===== src/rtl/qspi_mem_arb_pkg.sv =====
// Shared SoC definitions for the QSPI memory arbiter: FSM state encoding and default sizing.
package qspi_mem_arb_pkg;

    typedef enum logic [1:0] {
        IDLE = 2'd0,
        BUSY = 2'd1,
        GAP  = 2'd2
    } arb_state_e;

    localparam int QSPI_ADR_W      = 24;
    localparam int ARB_TIMEOUT_CYC = 1023;

endpackage


===== src/rtl/qspi_mem_arb_if.sv =====
// Bundle of requester-side Wishbone ports and memory-controller ports around the QSPI arbiter.
interface qspi_mem_arb_if
    import qspi_mem_arb_pkg::*;
#(
    parameter int NUM_REQ = 8,
    parameter int ADR_W   = QSPI_ADR_W
);
    localparam int GNT_W = (NUM_REQ > 1) ? $clog2(NUM_REQ) : 1;

    logic [NUM_REQ-1:0]       en_i;
    logic [NUM_REQ-1:0]       req_cyc_i;
    logic [NUM_REQ-1:0]       req_we_i;
    logic [NUM_REQ*ADR_W-1:0] req_adr_i;
    logic [NUM_REQ*32-1:0]    req_dat_i;
    logic [NUM_REQ*4-1:0]     req_sel_i;
    logic [NUM_REQ-1:0]       req_ack_o;
    logic [NUM_REQ-1:0]       req_err_o;
    logic [31:0]              req_dat_o;
    logic                     mem_cyc_o;
    logic                     mem_we_o;
    logic [ADR_W-1:0]         mem_adr_o;
    logic [31:0]              mem_dat_o;
    logic [3:0]               mem_sel_o;
    logic                     mem_ack_i;
    logic [31:0]              mem_dat_i;
    logic                     busy_o;
    logic [GNT_W-1:0]         grant_o;

    // Arbiter side.
    modport slave (
        input  en_i, req_cyc_i, req_we_i, req_adr_i, req_dat_i, req_sel_i, mem_ack_i, mem_dat_i,
        output req_ack_o, req_err_o, req_dat_o, mem_cyc_o, mem_we_o, mem_adr_o, mem_dat_o,
               mem_sel_o, busy_o, grant_o
    );

    // Surrounding SoC side (cores and memory controller).
    modport master (
        output en_i, req_cyc_i, req_we_i, req_adr_i, req_dat_i, req_sel_i, mem_ack_i, mem_dat_i,
        input  req_ack_o, req_err_o, req_dat_o, mem_cyc_o, mem_we_o, mem_adr_o, mem_dat_o,
               mem_sel_o, busy_o, grant_o
    );

endinterface


===== src/rtl/qspi_mem_arb_rr_pick.sv =====
// Combinational round-robin picker: first set bit of pend searching upward from last+1, wrapping.
module rr_pick #(
    parameter int N     = 8,
    parameter int IDX_W = (N > 1) ? $clog2(N) : 1
) (
    input  logic [N-1:0]     pend,
    input  logic [IDX_W-1:0] last,
    output logic [IDX_W-1:0] idx,
    output logic             valid
);

    always_comb begin
        int unsigned cand;
        cand  = 0;
        idx   = '0;
        valid = 1'b0;
        for (int unsigned i = 1; i <= unsigned'(N); i++) begin
            cand = (32'(last) + i) % unsigned'(N);
            if (!valid && pend[IDX_W'(cand)]) begin
                idx   = IDX_W'(cand);
                valid = 1'b1;
            end
        end
    end

endmodule


===== src/rtl/qspi_mem_arb.sv =====
// Round-robin arbiter serialising per-core Wishbone masters onto the single QSPI XIP controller,
// with enable masking, a mandatory idle gap between transactions and an ack watchdog.
module qspi_mem_arb
    import qspi_mem_arb_pkg::*;
#(
    parameter int NUM_REQ     = 8,
    parameter int ADR_W       = QSPI_ADR_W,
    parameter int TIMEOUT_CYC = ARB_TIMEOUT_CYC
) (
    input  logic           clk_i,
    input  logic           rst_i,
    qspi_mem_arb_if.slave  bus
);

    localparam int GNT_W = (NUM_REQ > 1) ? $clog2(NUM_REQ) : 1;
    localparam int WD_W  = $clog2(TIMEOUT_CYC + 1);

    arb_state_e       state_q, state_d;
    logic [GNT_W-1:0] grant_q, last_q, pick_idx;
    logic             pick_valid;
    logic [WD_W-1:0]  wd_q;
    logic [NUM_REQ-1:0] pend;
    logic             in_busy, gnt_cyc, timeout, tmo_err;

    logic [ADR_W-1:0] adr_arr [NUM_REQ];
    logic [31:0]      dat_arr [NUM_REQ];
    logic [3:0]       sel_arr [NUM_REQ];

    for (genvar n = 0; n < NUM_REQ; n++) begin : g_unpack
        assign adr_arr[n] = bus.req_adr_i[n*ADR_W +: ADR_W];
        assign dat_arr[n] = bus.req_dat_i[n*32 +: 32];
        assign sel_arr[n] = bus.req_sel_i[n*4 +: 4];
    end

    assign pend = bus.req_cyc_i & bus.en_i;

    rr_pick #(
        .N     (NUM_REQ),
        .IDX_W (GNT_W)
    ) u_pick (
        .pend  (pend),
        .last  (last_q),
        .idx   (pick_idx),
        .valid (pick_valid)
    );

    assign in_busy = (state_q == BUSY);
    assign gnt_cyc = bus.req_cyc_i[grant_q];
    assign timeout = in_busy && (wd_q == WD_W'(TIMEOUT_CYC));
    // An ack landing on the watchdog limit still completes the transfer.
    assign tmo_err = timeout && !bus.mem_ack_i;

    always_ff @(posedge clk_i) begin
        if (rst_i) begin
            state_q <= IDLE;
            grant_q <= '0;
            last_q  <= GNT_W'(NUM_REQ - 1);
            wd_q    <= '0;
        end else begin
            state_q <= state_d;
            if (state_q == IDLE && pick_valid) begin
                grant_q <= pick_idx;
                last_q  <= pick_idx;
                wd_q    <= '0;
            end else if (in_busy && !timeout) begin
                wd_q <= wd_q + 1'b1;
            end
        end
    end

    always_comb begin
        state_d       = state_q;
        bus.mem_cyc_o = 1'b0;
        bus.req_ack_o = '0;
        bus.req_err_o = '0;
        unique case (state_q)
            IDLE: begin
                if (pick_valid) state_d = BUSY;
            end
            BUSY: begin
                bus.req_ack_o[grant_q] = bus.mem_ack_i;
                bus.req_err_o[grant_q] = tmo_err;
                bus.mem_cyc_o          = gnt_cyc && !tmo_err;
                if (bus.mem_ack_i || !gnt_cyc || timeout) state_d = GAP;
            end
            GAP: begin
                state_d = IDLE;
            end
            default: begin
                state_d = IDLE;
            end
        endcase
    end

    assign bus.mem_we_o  = bus.req_we_i[grant_q];
    assign bus.mem_adr_o = adr_arr[grant_q];
    assign bus.mem_dat_o = dat_arr[grant_q];
    assign bus.mem_sel_o = sel_arr[grant_q];
    assign bus.req_dat_o = bus.mem_dat_i;
    assign bus.busy_o    = in_busy;
    assign bus.grant_o   = grant_q;

endmodule


===== src/flat_wrapper.sv =====
// flat-port wrapper written by rule: the top's interface ports become plain ports
module qspi_mem_arb_flat import qspi_mem_arb_pkg::*;
#(
    parameter int NUM_REQ     = 8,
    parameter int ADR_W       = QSPI_ADR_W,
    parameter int TIMEOUT_CYC = ARB_TIMEOUT_CYC
)
  (clk_i, rst_i, bus_en_i, bus_req_cyc_i, bus_req_we_i, bus_req_adr_i, bus_req_dat_i, bus_req_sel_i, bus_mem_ack_i, bus_mem_dat_i, bus_req_ack_o, bus_req_err_o, bus_req_dat_o, bus_mem_cyc_o, bus_mem_we_o, bus_mem_adr_o, bus_mem_dat_o, bus_mem_sel_o, bus_busy_o, bus_grant_o);
  qspi_mem_arb_if #(.NUM_REQ(NUM_REQ), .ADR_W(ADR_W)) bus_i ();
  input  logic clk_i;
  input  logic rst_i;
  input wire logic [$bits(bus_i.en_i)-1:0] bus_en_i;
  input wire logic [$bits(bus_i.req_cyc_i)-1:0] bus_req_cyc_i;
  input wire logic [$bits(bus_i.req_we_i)-1:0] bus_req_we_i;
  input wire logic [$bits(bus_i.req_adr_i)-1:0] bus_req_adr_i;
  input wire logic [$bits(bus_i.req_dat_i)-1:0] bus_req_dat_i;
  input wire logic [$bits(bus_i.req_sel_i)-1:0] bus_req_sel_i;
  input wire logic [$bits(bus_i.mem_ack_i)-1:0] bus_mem_ack_i;
  input wire logic [$bits(bus_i.mem_dat_i)-1:0] bus_mem_dat_i;
  output wire logic [$bits(bus_i.req_ack_o)-1:0] bus_req_ack_o;
  output wire logic [$bits(bus_i.req_err_o)-1:0] bus_req_err_o;
  output wire logic [$bits(bus_i.req_dat_o)-1:0] bus_req_dat_o;
  output wire logic [$bits(bus_i.mem_cyc_o)-1:0] bus_mem_cyc_o;
  output wire logic [$bits(bus_i.mem_we_o)-1:0] bus_mem_we_o;
  output wire logic [$bits(bus_i.mem_adr_o)-1:0] bus_mem_adr_o;
  output wire logic [$bits(bus_i.mem_dat_o)-1:0] bus_mem_dat_o;
  output wire logic [$bits(bus_i.mem_sel_o)-1:0] bus_mem_sel_o;
  output wire logic [$bits(bus_i.busy_o)-1:0] bus_busy_o;
  output wire logic [$bits(bus_i.grant_o)-1:0] bus_grant_o;
  assign bus_i.en_i = bus_en_i;
  assign bus_i.req_cyc_i = bus_req_cyc_i;
  assign bus_i.req_we_i = bus_req_we_i;
  assign bus_i.req_adr_i = bus_req_adr_i;
  assign bus_i.req_dat_i = bus_req_dat_i;
  assign bus_i.req_sel_i = bus_req_sel_i;
  assign bus_i.mem_ack_i = bus_mem_ack_i;
  assign bus_i.mem_dat_i = bus_mem_dat_i;
  assign bus_req_ack_o = bus_i.req_ack_o;
  assign bus_req_err_o = bus_i.req_err_o;
  assign bus_req_dat_o = bus_i.req_dat_o;
  assign bus_mem_cyc_o = bus_i.mem_cyc_o;
  assign bus_mem_we_o = bus_i.mem_we_o;
  assign bus_mem_adr_o = bus_i.mem_adr_o;
  assign bus_mem_dat_o = bus_i.mem_dat_o;
  assign bus_mem_sel_o = bus_i.mem_sel_o;
  assign bus_busy_o = bus_i.busy_o;
  assign bus_grant_o = bus_i.grant_o;
  qspi_mem_arb #(.NUM_REQ(NUM_REQ), .ADR_W(ADR_W), .TIMEOUT_CYC(TIMEOUT_CYC)) u_core (.clk_i(clk_i), .rst_i(rst_i), .bus(bus_i));
endmodule

===== config.mk =====
export PLATFORM = sky130hd
export DESIGN_NAME = qspi_mem_arb_flat
export DESIGN_NICKNAME = d
export VERILOG_FILES = /design/src/rtl/qspi_mem_arb_pkg.sv /design/src/rtl/qspi_mem_arb_if.sv /design/src/rtl/qspi_mem_arb_rr_pick.sv /design/src/rtl/qspi_mem_arb.sv /design/src/flat_wrapper.sv
export SDC_FILE = /design/constraint.sdc
export NUM_CORES = 1
export LEC_CHECK = 0
export CORE_AREA = 2 2 255 257
export DETAILED_ROUTE_END_ITERATION = 12
export DIE_AREA = 0 0 257 259
export RECOVER_POWER = 50
export SYNTH_ARGS = -nofsm -noshare
export SYNTH_HDL_FRONTEND = slang
export SYNTH_SLANG_ARGS = --single-unit

===== constraint.sdc =====
create_clock -name clk_i -period 8.25 [get_ports clk_i]
set_input_delay 2.475 -clock clk_i [delete_from_list [all_inputs] [get_ports clk_i]]
set_output_delay 2.475 -clock clk_i [all_outputs]
set_load 0.005 [all_outputs]

==> results.yml <==
pwr:
  power_frac_clock_pct: 4.6
  netSwitchingPower_w: 0.00100
  leakagePower_nw: 3.52
  seqPwrFrac_pct: 6.9
  ir_drop_mv: 0.168
  p_int_w: 0.00106
  power_per_cell_area_nw_per_um2: 183
  power_frac_comb_pct: 88.5
  p_sw_share_pct: 48.4
yosys:
  yosysWarnings: 0
  synth-xor-area-share_pct: 2.08
  synth.distinct_cells: 58
  synth_cells: 652
  syn_area_per_cell_um2: 7.12
  synth_common_cells: "a22oi_1 (248), nand4_1 (68), clkbuf_1 (56), nor2_1 (43), buf_4 (32)"
  synthMuxAreaShare_pct: 6.33
  synthMostInstantiatedCell: "a22oi_1"
  synth_top_area_share_pct: 40.1
  synthTopCellsByArea: "a22oi_1 (40%), nand4_1 (9.2%), dfxtp_1 (7.8%)"
  synthFlopType: "dfxtp_1"
  synth_edf_count: 0
  async_flop_share_pct: 0
  synthAdderAreaFrac_pct: 0.809
  synth-seq-cells: 18
  synthesis.nets: 1194
  syn_area_um2: 4640
  synth_top_area_cell: "a22oi_1"
  synth_top_family_by_area: "compound AO/OA/AOI/OAI gates"
  synth-compound-area-share_pct: 49.2
  synth-seq-area-share_pct: 7.76
  yosys.area_share.simple_pct: 22.0
floorplanning:
  die_y_um: 259
  dieWidth_um: 257
  initial_core_util_pct: 7.27
  pin_count: 653
  row_count: 93
  dieArea_um2: 66600
  core_area_um2: 63900
timing:
  fin_tns_setup_ns: 0
  fin_crit_sh_pct: 84.6
  slew_violations: 0
  setup_viol: 0
  fmax_mhz: 143
  fin_hold_ws_ns: 0.501
  layout_setup_ws_ns: 1.27
  min_period_ns: 6.98
  fin_skew_ns: 0.00124
  rsz0062_at_grt: "no"
  slew_headroom_pct: 32.8
  worstMarginPinSlew_ns: 1.01
  hold_violations: 0
clock_tree:
  cts_max_path_buffers: 2
  cts.sinks: 18
  htree_levels: 1
  clk_pin_slew_ns: 0.05
  clk_latency_ns: 0.25
  hold_buffers: 0
  cts_made_buffers: 3
  cts_resized: 0
  tritoncts: "done"
  post_cts_buffers: 0
  cts-root-buf: "clkbuf_16"
routing:
  drc: 0
  num_vias: 8314
  detailedRoute.firstIterationViolations: 839
  drtAntennaViolNets: 0
  wl_mm: 43.2
  dr.pass1.iters: 6
  via_per_inst: 4.12
  wl_per_cell_um: 21.4
place:
  dp_hpwl_mm: 35.1
  post_dp_cell_area_um2: 11200
  numPortBuffers: 588
  dp.cells: 2013
  place_congestion: 0.929
  pre_cts_slack_ns: 1.22
critical_path:
  crit_buf_inv: 2
  crit_path_max_fanout: 1
  slowest_delay_ns: 0.60
  cp_slowest_cell: "a22oi_1"
  path_common_cell: "clkdlybuf4s50_1"
  cp_cell_sequence: "clkdlybuf4s50_1 -> a22oi_1 -> nand4_1 -> clkdlybuf4s50_1"
  required_ns: 5.78
  start_kind: "primary input"
  crit_family: "buffers and inverters"
  crit_path_end_kind: "output pin"
  arrival_ns: 4.50
  crit_type: "primary input to output pin"
finish:
  fillers: 7030
  instances_no_fill: 2016
  layout-drive-gt1-share_pct: 3.27
  area_growth_pct: 143
  fin_area_um2: 11300
  diodes: 0
  num-nets-final: 1705
grt:
  grt_pass1_wl_mm: 58.5
  grt_pass1_vias: 8444
  overflow: 0
  grt_antenna_before_repair: 3
  grt_usage_pct: 11.9
  grt_max_degree: 63
job:
  drv_cap: 0
status:
  status: "finished clean"
hold_path:
  hp-class: "register to register"
[cell families after synthesis]
kind of cell / Yosys count
AOI/OAI and AO/OA: 311
xor gates and xnor gates: 11
adders and majority gates: 3
buffers and inverters: 103
DFF: 18
muxes: 16
and+or+nand+nor: 190
[cell usage in the layout, fill, tap and decap left out, types with 6 or more instances in the layout]
cell               n
nor2_1            41
nand3_1           17
xor2_1             6
nand2_1           25
a22oi_1          248
mux4_2             8
dfxtp_1           18
clkdlybuf4s50_1  571
nand4_1           68
a21oi_1           11
or3_1              7
dlygate4sd3_1     17
o21ai_0           19
buf_4             13
[area by class of cell]
type | count | area [um2] | share of cell area [%]
Timing Repair Buffer | 601 | 5980 | 53.0
Sequential cell | 18 | 360 | 3.19
Clock buffer | 3 | 75.1 | 0.666
Inverter | 8 | 30.0 | 0.266
Multi-Input combinational cell | 531 | 3760 | 33.3
Tap cell | 855 | 1070 | 9.48
[routing by layer]
metal / GRT usage [%] / vias up / share of wire [%]
met5: 0 / - / 0.056
met4: 2.13 / 4 / 1.8
li1: - / 3698 / -
met3: 4.79 / 66 / 12
met2: 21.7 / 621 / 50
met1: 13.0 / 3925 / 36
[state kept, by name, summed over array words and instances, names as in the netlist]
name                cells
u_core.last_q           3
u_core.state_q          2
u_core.bus.grant_o      3
u_core.wd_q            10
[through the flow]
step	power (W)	util, %
2_1_floorplan	0.000987	-
3_3_place_gp	0.00199	17.6
3_5_place_dp	0.00200	17.6
4_1_cts	0.00211	17.7
5_1_grt	0.00223	17.7
6_report	0.00206	17.7
[worst reg2reg max path: cells and delay by family (launching register included)]
family | cells | cell delay (ns)
AND/OR/NAND/NOR | 3 | 1.02
multiplexers | 1 | 0.58
flip-flops | 1 | 0.57
adder cells (fa/ha/maj) | 1 | 0.49
buffers and inverters | 2 | 0.48
AO/OA/AOI/OAI | 2 | 0.44
[final timing paths]
check                           slack, ns                                  to  depth (start not counted)                          start
worst min-delay path                 0.50         u_core.wd_q[1]$_SDFFE_PP0P_                          2    u_core.wd_q[1]$_SDFFE_PP0P_
worst max register to register       4.60  u_core.bus.grant_o[1]$_SDFFE_PP0P_                          9  u_core.last_q[1]$_SDFFE_PP1P_
worst max-delay path                 1.27                   bus_mem_dat_o[19]                          4              bus_req_dat_i[51]
worst min register to register       0.50         u_core.wd_q[1]$_SDFFE_PP0P_                          2    u_core.wd_q[1]$_SDFFE_PP0P_
[power by group through the flow]
| stage | combinational, W | clock, W | sequential (W) |
|---|---|---|---|
| 3_3_place_gp | 0.00185 | 0 | 0.000142 |
| 4_1_cts | 0.00187 | 0.0000969 | 0.000142 |
| 6_report | 0.00183 | 0.0000958 | 0.000143 |
| 2_1_floorplan | 0.000870 | 0 | 0.000117 |
| 3_5_place_dp | 0.00186 | 0 | 0.000143 |
| 5_1_grt | 0.00198 | 0.0000997 | 0.000147 |
(Power assumes the default switching activity.)
